$ cat src/rtl/load_issue_pkg.sv
// +----------------------------------------------------------------------------+
// | load_issue_pkg                                                             |
// | Shared FSM state encoding and funct3 load-size constants for load_issue.   |
// | Rev 1.0                                                                    |
// +----------------------------------------------------------------------------+
`default_nettype none

package load_issue_pkg;

    typedef enum logic [2:0] {
        S_IDLE  = 3'd0,
        S_REQ   = 3'd1,
        S_WAIT  = 3'd2,
        S_WB    = 3'd3,
        S_DRAIN = 3'd4
    } state_t;

    localparam logic [2:0] c_F3_LB  = 3'b000;
    localparam logic [2:0] c_F3_LH  = 3'b001;
    localparam logic [2:0] c_F3_LW  = 3'b010;
    localparam logic [2:0] c_F3_LBU = 3'b100;
    localparam logic [2:0] c_F3_LHU = 3'b101;

endpackage

`default_nettype wire

$ cat src/rtl/load_issue_align.sv
// +----------------------------------------------------------------------------+
// | load_align                                                                 |
// | Extracts/extends the loaded byte, halfword or word and flags bad loads.    |
// | Rev 1.0                                                                    |
// +----------------------------------------------------------------------------+
`default_nettype none

module load_align
    import load_issue_pkg::*;
(
    input  logic [31:0] i_rdata,
    input  logic [1:0]  i_addr_lo,
    input  logic [2:0]  i_funct3,
    output logic [31:0] o_data,
    output logic        o_err
);

    logic [7:0]  w_byte;
    logic [15:0] w_half;

    always_comb begin
        w_byte = i_rdata[{i_addr_lo, 3'b000} +: 8];
        w_half = i_addr_lo[1] ? i_rdata[31:16] : i_rdata[15:0];
        o_data = '0;
        o_err  = 1'b0;
        case (i_funct3)
            c_F3_LB:  o_data = {{24{w_byte[7]}}, w_byte};
            c_F3_LBU: o_data = {24'h0, w_byte};
            c_F3_LH: begin
                o_data = {{16{w_half[15]}}, w_half};
                o_err  = i_addr_lo[0];
            end
            c_F3_LHU: begin
                o_data = {16'h0, w_half};
                o_err  = i_addr_lo[0];
            end
            c_F3_LW: begin
                o_data = i_rdata;
                o_err  = |i_addr_lo;
            end
            default: o_err = 1'b1;  // 011, 110, 111 are not loads
        endcase
    end

endmodule

`default_nettype wire

$ cat src/rtl/load_issue.sv
// +----------------------------------------------------------------------------+
// | load_issue                                                                 |
// | Pops one resolved load, issues a single cache request, writes back result. |
// | Rev 1.0                                                                    |
// +----------------------------------------------------------------------------+
`default_nettype none

module load_issue
    import load_issue_pkg::*;
#(
    parameter int WIDTH_ADDR = 32,
    parameter int WIDTH_REG  = 5,
    parameter int WIDTH_TAG  = 5
) (
    input  logic                  i_clk,
    input  logic                  i_rst,
    input  logic                  i_empty,
    input  logic                  i_A,
    input  logic [WIDTH_ADDR-1:0] i_addr,
    input  logic [WIDTH_REG-1:0]  i_rd,
    input  logic [WIDTH_TAG-1:0]  i_tag,
    input  logic [2:0]            i_funct3,
    output logic                  o_re,
    output logic                  o_mem_req,
    output logic [WIDTH_ADDR-1:0] o_mem_addr,
    input  logic                  i_mem_gnt,
    input  logic                  i_mem_rvalid,
    input  logic [31:0]           i_mem_rdata,
    input  logic                  i_kill,
    input  logic                  i_wb_ready,
    output logic                  o_wb_valid,
    output logic [WIDTH_REG-1:0]  o_wb_rd,
    output logic [WIDTH_TAG-1:0]  o_wb_tag,
    output logic [31:0]           o_wb_data,
    output logic                  o_wb_err
);

    state_t                r_state;
    state_t                w_next;
    logic [WIDTH_ADDR-1:0] r_addr;
    logic [WIDTH_REG-1:0]  r_rd;
    logic [WIDTH_TAG-1:0]  r_tag;
    logic [2:0]            r_funct3;
    logic [31:0]           r_data;
    logic                  r_err;

    logic                  w_pop;
    logic                  w_capture;
    logic [1:0]            w_al_lo;
    logic [2:0]            w_al_f3;
    logic [31:0]           w_al_data;
    logic                  w_al_err;

    // In IDLE the aligner checks the queue head; elsewhere it formats the latched load.
    assign w_al_lo = (r_state == S_IDLE) ? i_addr[1:0] : r_addr[1:0];
    assign w_al_f3 = (r_state == S_IDLE) ? i_funct3    : r_funct3;

    load_align u_align (
        .i_rdata   (i_mem_rdata),
        .i_addr_lo (w_al_lo),
        .i_funct3  (w_al_f3),
        .o_data    (w_al_data),
        .o_err     (w_al_err)
    );

    always_ff @(posedge i_clk) begin
        if (i_rst) begin
            r_state  <= S_IDLE;
            r_addr   <= '0;
            r_rd     <= '0;
            r_tag    <= '0;
            r_funct3 <= '0;
            r_data   <= '0;
            r_err    <= 1'b0;
        end else begin
            r_state <= w_next;
            if (w_pop) begin
                r_addr   <= i_addr;
                r_rd     <= i_rd;
                r_tag    <= i_tag;
                r_funct3 <= i_funct3;
                r_err    <= w_al_err;
                r_data   <= '0;
            end
            if (w_capture) begin
                r_data <= w_al_data;
            end
        end
    end

    always_comb begin
        w_next    = r_state;
        w_pop     = 1'b0;
        w_capture = 1'b0;
        case (r_state)
            S_IDLE: begin
                if (!i_empty && i_A && !i_kill) begin
                    w_pop  = 1'b1;
                    w_next = w_al_err ? S_WB : S_REQ;
                end
            end
            S_REQ: begin
                // A grant coinciding with a kill still leaves a response in flight.
                if (i_kill)         w_next = i_mem_gnt ? S_DRAIN : S_IDLE;
                else if (i_mem_gnt) w_next = S_WAIT;
            end
            S_WAIT: begin
                if (i_kill) begin
                    w_next = i_mem_rvalid ? S_IDLE : S_DRAIN;
                end else if (i_mem_rvalid) begin
                    w_capture = 1'b1;
                    w_next    = S_WB;
                end
            end
            S_WB: begin
                if (i_kill || i_wb_ready) w_next = S_IDLE;
            end
            S_DRAIN: begin
                if (i_mem_rvalid) w_next = S_IDLE;
            end
            default: w_next = S_IDLE;
        endcase
    end

    assign o_re       = w_pop & ~i_rst;
    assign o_mem_req  = (r_state == S_REQ) & ~i_kill & ~i_rst;
    assign o_mem_addr = ((r_state == S_REQ) && !i_rst) ? {r_addr[WIDTH_ADDR-1:2], 2'b00} : '0;
    assign o_wb_valid = (r_state == S_WB) & ~i_kill & ~i_rst;
    assign o_wb_rd    = i_rst ? '0 : r_rd;
    assign o_wb_tag   = i_rst ? '0 : r_tag;
    assign o_wb_data  = i_rst ? '0 : r_data;
    assign o_wb_err   = r_err & ~i_rst;

endmodule

`default_nettype wire
$ cat config.mk
export PLATFORM = sky130hd
export DESIGN_NAME = load_issue
export DESIGN_NICKNAME = d
export VERILOG_FILES = /design/src/rtl/load_issue_pkg.sv /design/src/rtl/load_issue_align.sv /design/src/rtl/load_issue.sv
export SDC_FILE = /design/constraint.sdc
export NUM_CORES = 1
export LEC_CHECK = 0
export ABC_AREA = 1
export CORE_ASPECT_RATIO = 0.5
export CORE_MARGIN = 2
export CORE_UTILIZATION = 28
export CTS_CLUSTER_DIAMETER = 100
export CTS_CLUSTER_SIZE = 25
export DETAILED_ROUTE_END_ITERATION = 6
export PLACE_DENSITY_LB_ADDON = 0.15
export SKIP_LAST_GASP = 1
export SLEW_MARGIN = 10
export SYNTH_ARGS = -nofsm -noshare
export SYNTH_HDL_FRONTEND = slang
export SYNTH_SLANG_ARGS = --single-unit
$ cat constraint.sdc
create_clock -name i_clk -period 2 [get_ports i_clk]
set_input_delay 0.6 -clock i_clk [delete_from_list [all_inputs] [get_ports i_clk]]
set_output_delay 0.6 -clock i_clk [all_outputs]
set_load 0.005 [all_outputs]
==> results of run 1 <==
[cell type report]
cell class	instances	area, um2
fill	1464	7100
multi-input combinational	452	2530
timing repair buffer	246	2370
sequential	81	1630
inverter	116	438
tap	198	248
clock buffer	10	229
clock inverter	6	113
[cell usage after synthesis]
cell type / number
clkbuf_1: 20
nand2_1: 185
buf_4: 4
buf_2: 10
nor2_8: 1
buf_1: 1
o22a_1: 10
nand2_2: 7
o21ai_1: 1
and3_1: 1
nor3_2: 1
or2_1: 1
a22o_1: 1
nor2_2: 1
o211ai_1: 8
inv_2: 4
conb_1: 1
nand3_1: 23
nor2_1: 121
o21ai_0: 38
o21ai_4: 1
dfxtp_1: 81
nand2_4: 3
buf_6: 1
nand4_1: 1
nor3_1: 1
a22oi_1: 7
nor2_4: 3
inv_1: 112
a21oi_1: 35
clkbuf_2: 1
[worst register-to-register path: cells and delay by family, from the launching register on]
kind | cells | cell delay, ps
and+or+nand+nor | 9 | 730
AOI/OAI and AO/OA | 1 | 270
DFF | 1 | 350
buffers and inverters | 4 | 560
[metrics by stage]
stage	util	std cells	instance area [um2]	TNS (ps)
CTS	0.478	1098	7010	-7800
global placement	0.443	1071	6500	-40990
detailed placement	0.443	1071	6500	-42410
global route	0.516	1109	7560	-10690
finish	0.516	1109	7560	-5640
floorplan	-	686	4280	0
[logic make-up after synthesis]
logic type,Yosys count
AND/OR/NAND/NOR,349
buffers and inverters,153
AO/OA/AOI/OAI,101
flip-flops,81
other,1
[metal layers]
metal / track usage / wire length, um
met1: 0.214 / 6660
met3: 0.0494 / 917
met2: 0.289 / 6650
met5: 0 / 0
met4: 0.0379 / 112
[repair_timing]
item / in CTS / in global routing
pin swaps: 7 / 27
hold endpoints to repair: 0 / 0
buffers inserted: 8 / 10
gates cloned: 3 / 5
hold buffers: 0 / 0
endpoints found under the setup margin: 83 / 98
gates resized for setup: 221 / 122
[flip-flops by register name, summed over array words and instances, names as in the netlist]
signal	cells
r_err	1
r_state	3
r_data	32
r_funct3	3
r_rd	5
r_tag	5
r_addr	32
[report_power, final]
| group | switching, mW | total [mW] | internal [mW] |
|---|---|---|---|
| clock | 0.691 | 1.92 | 1.23 |
| combinational | 1.32 | 2.51 | 1.18 |
| sequential | 0.0406 | 1.79 | 1.75 |
| total | 2.06 | 6.21 | 4.16 |
[worst paths after layout]
kind | to | startpoint | slack, ps | cells past startpoint
max reg2reg | r_data[25] | r_state[1] | 30 | 14
min | r_addr[26] | r_addr[26] | 450 | 2
max | o_wb_data[2] | i_rst | -210 | 4
min reg2reg | r_addr[26] | r_addr[26] | 450 | 2
==> qor.yml, run 1 <==
sta:
  rsz0062_at_grt: "yes"
  timing.final.ws_setup_ps: -213
  hold_viol_final: 0
  post-route-period-util: 1.11
  setup_violations: 51
  fin_skew_ps: 12.1
  fmax_mhz: 452
  fin_crit_ps: 2210
  whs_ps: 454
  drv_slew: 0
synthesis:
  synth-simple-area-share: 0.336
  yosys.area.top_type: "dfxtp_1"
  synthXorXnorAreaFrac: 0
  syn_inst: 685
  synth_cell_types: 31
  synth_top_area_share: 0.380
  ys_ff_latch: 81
  synth.yosys.seq_area_share: 0.380
  synth-compound-area-share: 0.140
  avgSynthCellArea_um2: 6.23
  synthesis.area_mm2: 0.00427
  synthMuxAreaShare: 0
  ys_warn_count: 0
  synth_fa_ha_area_frac: 0
  synth_top_family_by_area: "simple AND/OR/NAND/NOR gates"
  synth_area_leaders: "dfxtp_1, nand2_1, nor2_1"
drt:
  vias_per_cell: 4.37
  ant_nets: 0
  detailedRoute.firstIterationViolations: 210
  routedWlPerCell_um: 12.9
  drt_wl_total_um: 14300
  vias: 4844
  drc_errors: 0
  first_pass_iters: 4
global_routing:
  overflow: 0
  grt.total_usage: 0.171
  grt_max_degree: 76
  grt_pass1_vias: 4624
  grt_pass1_wl_um: 22300
  antenna_found_initial: 0
clocking:
  htreeDepth: 3
  cts_sinks: 81
  cts_buffers: 9
  cts_buffer_depth: 2
  cts_root_buf: "clkbuf_16"
  cts_tree: "done"
  clock_latency_ps: 340
  path_clk_slew_ps: 60
floorplan:
  core_mm2: 0.0147
  fp.dieW_um: 179
  rows: 31
  die-area_mm2: 0.0163
  die_h_um: 91.3
  io_pins: 163
  initial_core_util: 0.291
place:
  portBuffers: 160
  pre_cts_slack_ps: -698
  hpwl_um: 9550
  routabilityCongestion: 0.785
outcome:
  outcome: "finished with violations"
  violations: "setup timing"
run:
  cap_viol_max_count: 0
worst_hold_path:
  holdCritPathClass: "flip-flop to flip-flop"
layout:
  final_common_cell: "nand2_1"
  diodes: 0
  layout_common_cells: "nand2_1, inv_1, clkdlybuf4s50_1"
  area_delta_synth_final_pct: 77.3
  drive_above_1_share: 0.308
  nNetsFinal: 991
worst_setup_path:
  critical_path.cell_chain: "buf_2, buf_12, nor2_2, clkdlybuf4s50_1"
  slowest_delay_ps: 520
  worst-path-buf-inv: 3
  cp-end-kind: "primary output"
  arrival_ps: 1610
  start_kind: "primary input"
  slowest_stage: "clkdlybuf4s50_1"
  critPathKind: "primary input to primary output"
  cp_top_family: "buffers and inverters"
  crit_path_max_fanout: 25
  cp.required_ps: 1400
power:
  max-vdd-ir-drop_mv: 0.477
  power_density_mw_per_mm2: 822
  power_leakage_nw: 3.53
  finalPower_mw: 6.21
Power figures use the tool's default switching activity.
==> run 2, diff against run 1 <==
--- a/config.mk
+++ b/config.mk
@@ -6,9 +6,10 @@
 export NUM_CORES = 1
 export LEC_CHECK = 0
 export ABC_AREA = 1
+export CAP_MARGIN = 20
 export CORE_ASPECT_RATIO = 0.5
 export CORE_MARGIN = 2
-export CORE_UTILIZATION = 28
+export CORE_UTILIZATION = 40
 export CTS_CLUSTER_DIAMETER = 100
 export CTS_CLUSTER_SIZE = 25
 export DETAILED_ROUTE_END_ITERATION = 6
==> run 2 against run 1 <==
The run still ends with setup timing left. Worst hold slack better by 4.1 ps. First-iteration DRC count down 7.1%. Sequential share of layout area up 1.3 points. Routed wire length down 7.3%. Global-route usage up 5.5 points. Critical path depth up 2. Die area down 29%. Power down 11%. Non-clock buffer count down 13. Final cell count down 6.4%. Flip-flop and latch count unchanged. Combinational power down 17%.
==> qor.yml, run 2 (synthesis gave the netlist of run 1 again) <==
place:
  portBuffers: 160
  place_area_mm2: 0.00642
  hpwl_um: 8870
  routabilityCongestion: 0.827
sta:
  timing.final.ws_setup_ps: -145
  whs_ps: 458
  post-route-period-util: 1.07
  setup_violations: 2
  fin_crit_ps: 2140
  fmax_mhz: 466
  worst_slew_pin_slew_ps: 660
  hold_viol_final: 0
  rsz0062_at_grt: "yes"
  slew_headroom: 0.560
  drv_slew: 0
  fin_skew_ps: 5.32
worst_setup_path:
  worst-path-buf-inv: 3
  cp-end-kind: "primary output"
  crit_path_end: "o_re"
  critical_path.cell_chain: "clkdlybuf4s50_1, nand2_2, nor2_2, inv_2, nor2_2, buf_2"
  slowest_stage: "clkdlybuf4s50_1"
  r2r-end: "r_data[23]"
  crit_path_max_fanout: 2
  critPathKind: "primary input to primary output"
  start_kind: "primary input"
  ff2ff_setup_slack_ps: 120
  slowest_delay_ps: 470
  cp_top_family: "buffers and inverters"
  cp-startpoint: "i_A"
  rr_startpoint: "r_state[1]"
  path_common_cell: "nor2_2"
  worstSetupPathDepth: 6
  worstRegToRegCells: 14
  arrival_ps: 1540
  cp.required_ps: 1400
global_routing:
  antenna_found_initial: 0
  overflow: 0
  grt_max_degree: 76
  grt_pass1_wl_um: 21200
  grt.total_usage: 0.226
  grt_pass1_vias: 4555
clocking:
  cts_root_buf: "clkbuf_16"
  cts_tree: "done"
  cts_buffers: 9
  path_clk_slew_ps: 60
  cts_buffer_depth: 2
  htreeDepth: 3
  cts_hold_buf: 0
  cts_sinks: 81
  clock_latency_ps: 340
layout:
  layout_common_cells: "nand2_1, inv_1, clkdlybuf4s50_1"
  diodes: 0
  nNetsFinal: 978
  fin_area_mm2: 0.00713
  area_delta_synth_final_pct: 67.2
  drive_above_1_share: 0.291
  final_common_cell: "nand2_1"
  largestRegisters: "r_addr (32), r_data (32)"
power:
  power_frac_seq: 0.323
  p_comb_frac: 0.376
  switching_share: 0.346
  internal-power_mw: 3.63
  power_density_mw_per_mm2: 777
  max-vdd-ir-drop_mv: 0.453
  finalPower_mw: 5.54
  p_sw_mw: 1.92
  power_leakage_nw: 3.31
  clkPwrFrac: 0.301
drt:
  ant_nets: 0
  drc_errors: 0
  vias_per_cell: 4.67
  vias: 4849
  first_pass_iters: 4
  detailedRoute.firstIterationViolations: 195
  drt_wl_total_um: 13300
  routedWlPerCell_um: 12.8
run:
  cap_viol_max_count: 0
floorplan:
  io_pins: 163
  core_mm2: 0.0103
  initial_core_util: 0.415
  rows: 26
  die_h_um: 77.0
  die-area_mm2: 0.0116
  fp.dieW_um: 150
outcome:
  outcome: "finished with violations"
  violations: "setup timing"
worst_hold_path:
  holdCritPathClass: "flip-flop to flip-flop"
## run 2: power by group through the flow
stage | Clock (mW) | Sequential, mW | Combinational (mW)
finish | 1.67 | 1.79 | 2.09
global route | 1.77 | 1.80 | 2.31
CTS | 1.70 | 1.79 | 1.93
detailed placement | 0 | 1.83 | 1.84
global placement | 0 | 1.82 | 1.82
floorplan | 0 | 1.82 | 1.14
## run 2: tightest hold or removal path: stages (launching register included)
cell     delay, ps
dfxtp_1        300
inv_1           60
a21oi_1         60
## run 2: layer usage
layer	up-vias	track usage	wire (um)
li1	2489	-	-
met1	2237	0.280	5900
met2	113	0.389	6450
met3	10	0.0649	845
met4	0	0.0491	104
met5	-	0	0
## run 2: layout make-up
| cell class | instances | area (um2) |
|---|---|---|
| Tap cell | 140 | 175 |
| Multi-Input combinational cell | 452 | 2480 |
| Timing Repair Buffer | 233 | 2120 |
| Inverter | 116 | 438 |
| Fill cell | 910 | 3150 |
| Clock inverter | 6 | 65.1 |
| Clock buffer | 10 | 229 |
| Sequential cell | 81 | 1630 |
## run 2: per-stage QoR
step                       util  TNS, ps  worst slack (ps)  std cells
after floorplan               -        0              60.0        686
after detailed placement  0.625   -39940              -676       1012
after global placement    0.625   -38980              -678       1012
after CTS                 0.664    -1020              -201       1035
final                     0.694     -149              -145       1038
after global routing      0.694    -1420              -166       1038
## run 2: worst min-delay path by stage
stage	start	to	slack (ps)	cells past startpoint
floorplan	r_addr[10]	r_addr[10]	430	2
global placement	r_addr[23]	r_addr[23]	440	2
detailed placement	r_addr[29]	r_addr[29]	440	2
CTS	r_addr[29]	r_addr[29]	450	2
global route	r_addr[21]	r_addr[21]	480	2
finish	r_addr[21]	r_addr[21]	460	2
## run 2: repair_timing
| item | 4_1_cts | 5_1_grt |
|---|---|---|
| setup endpoints to repair | 83 | 125 |
| setup buffers | 4 | 2 |
| pin swaps | 5 | 10 |
| cloned | 3 | 1 |
| gates resized for setup | 268 | 124 |
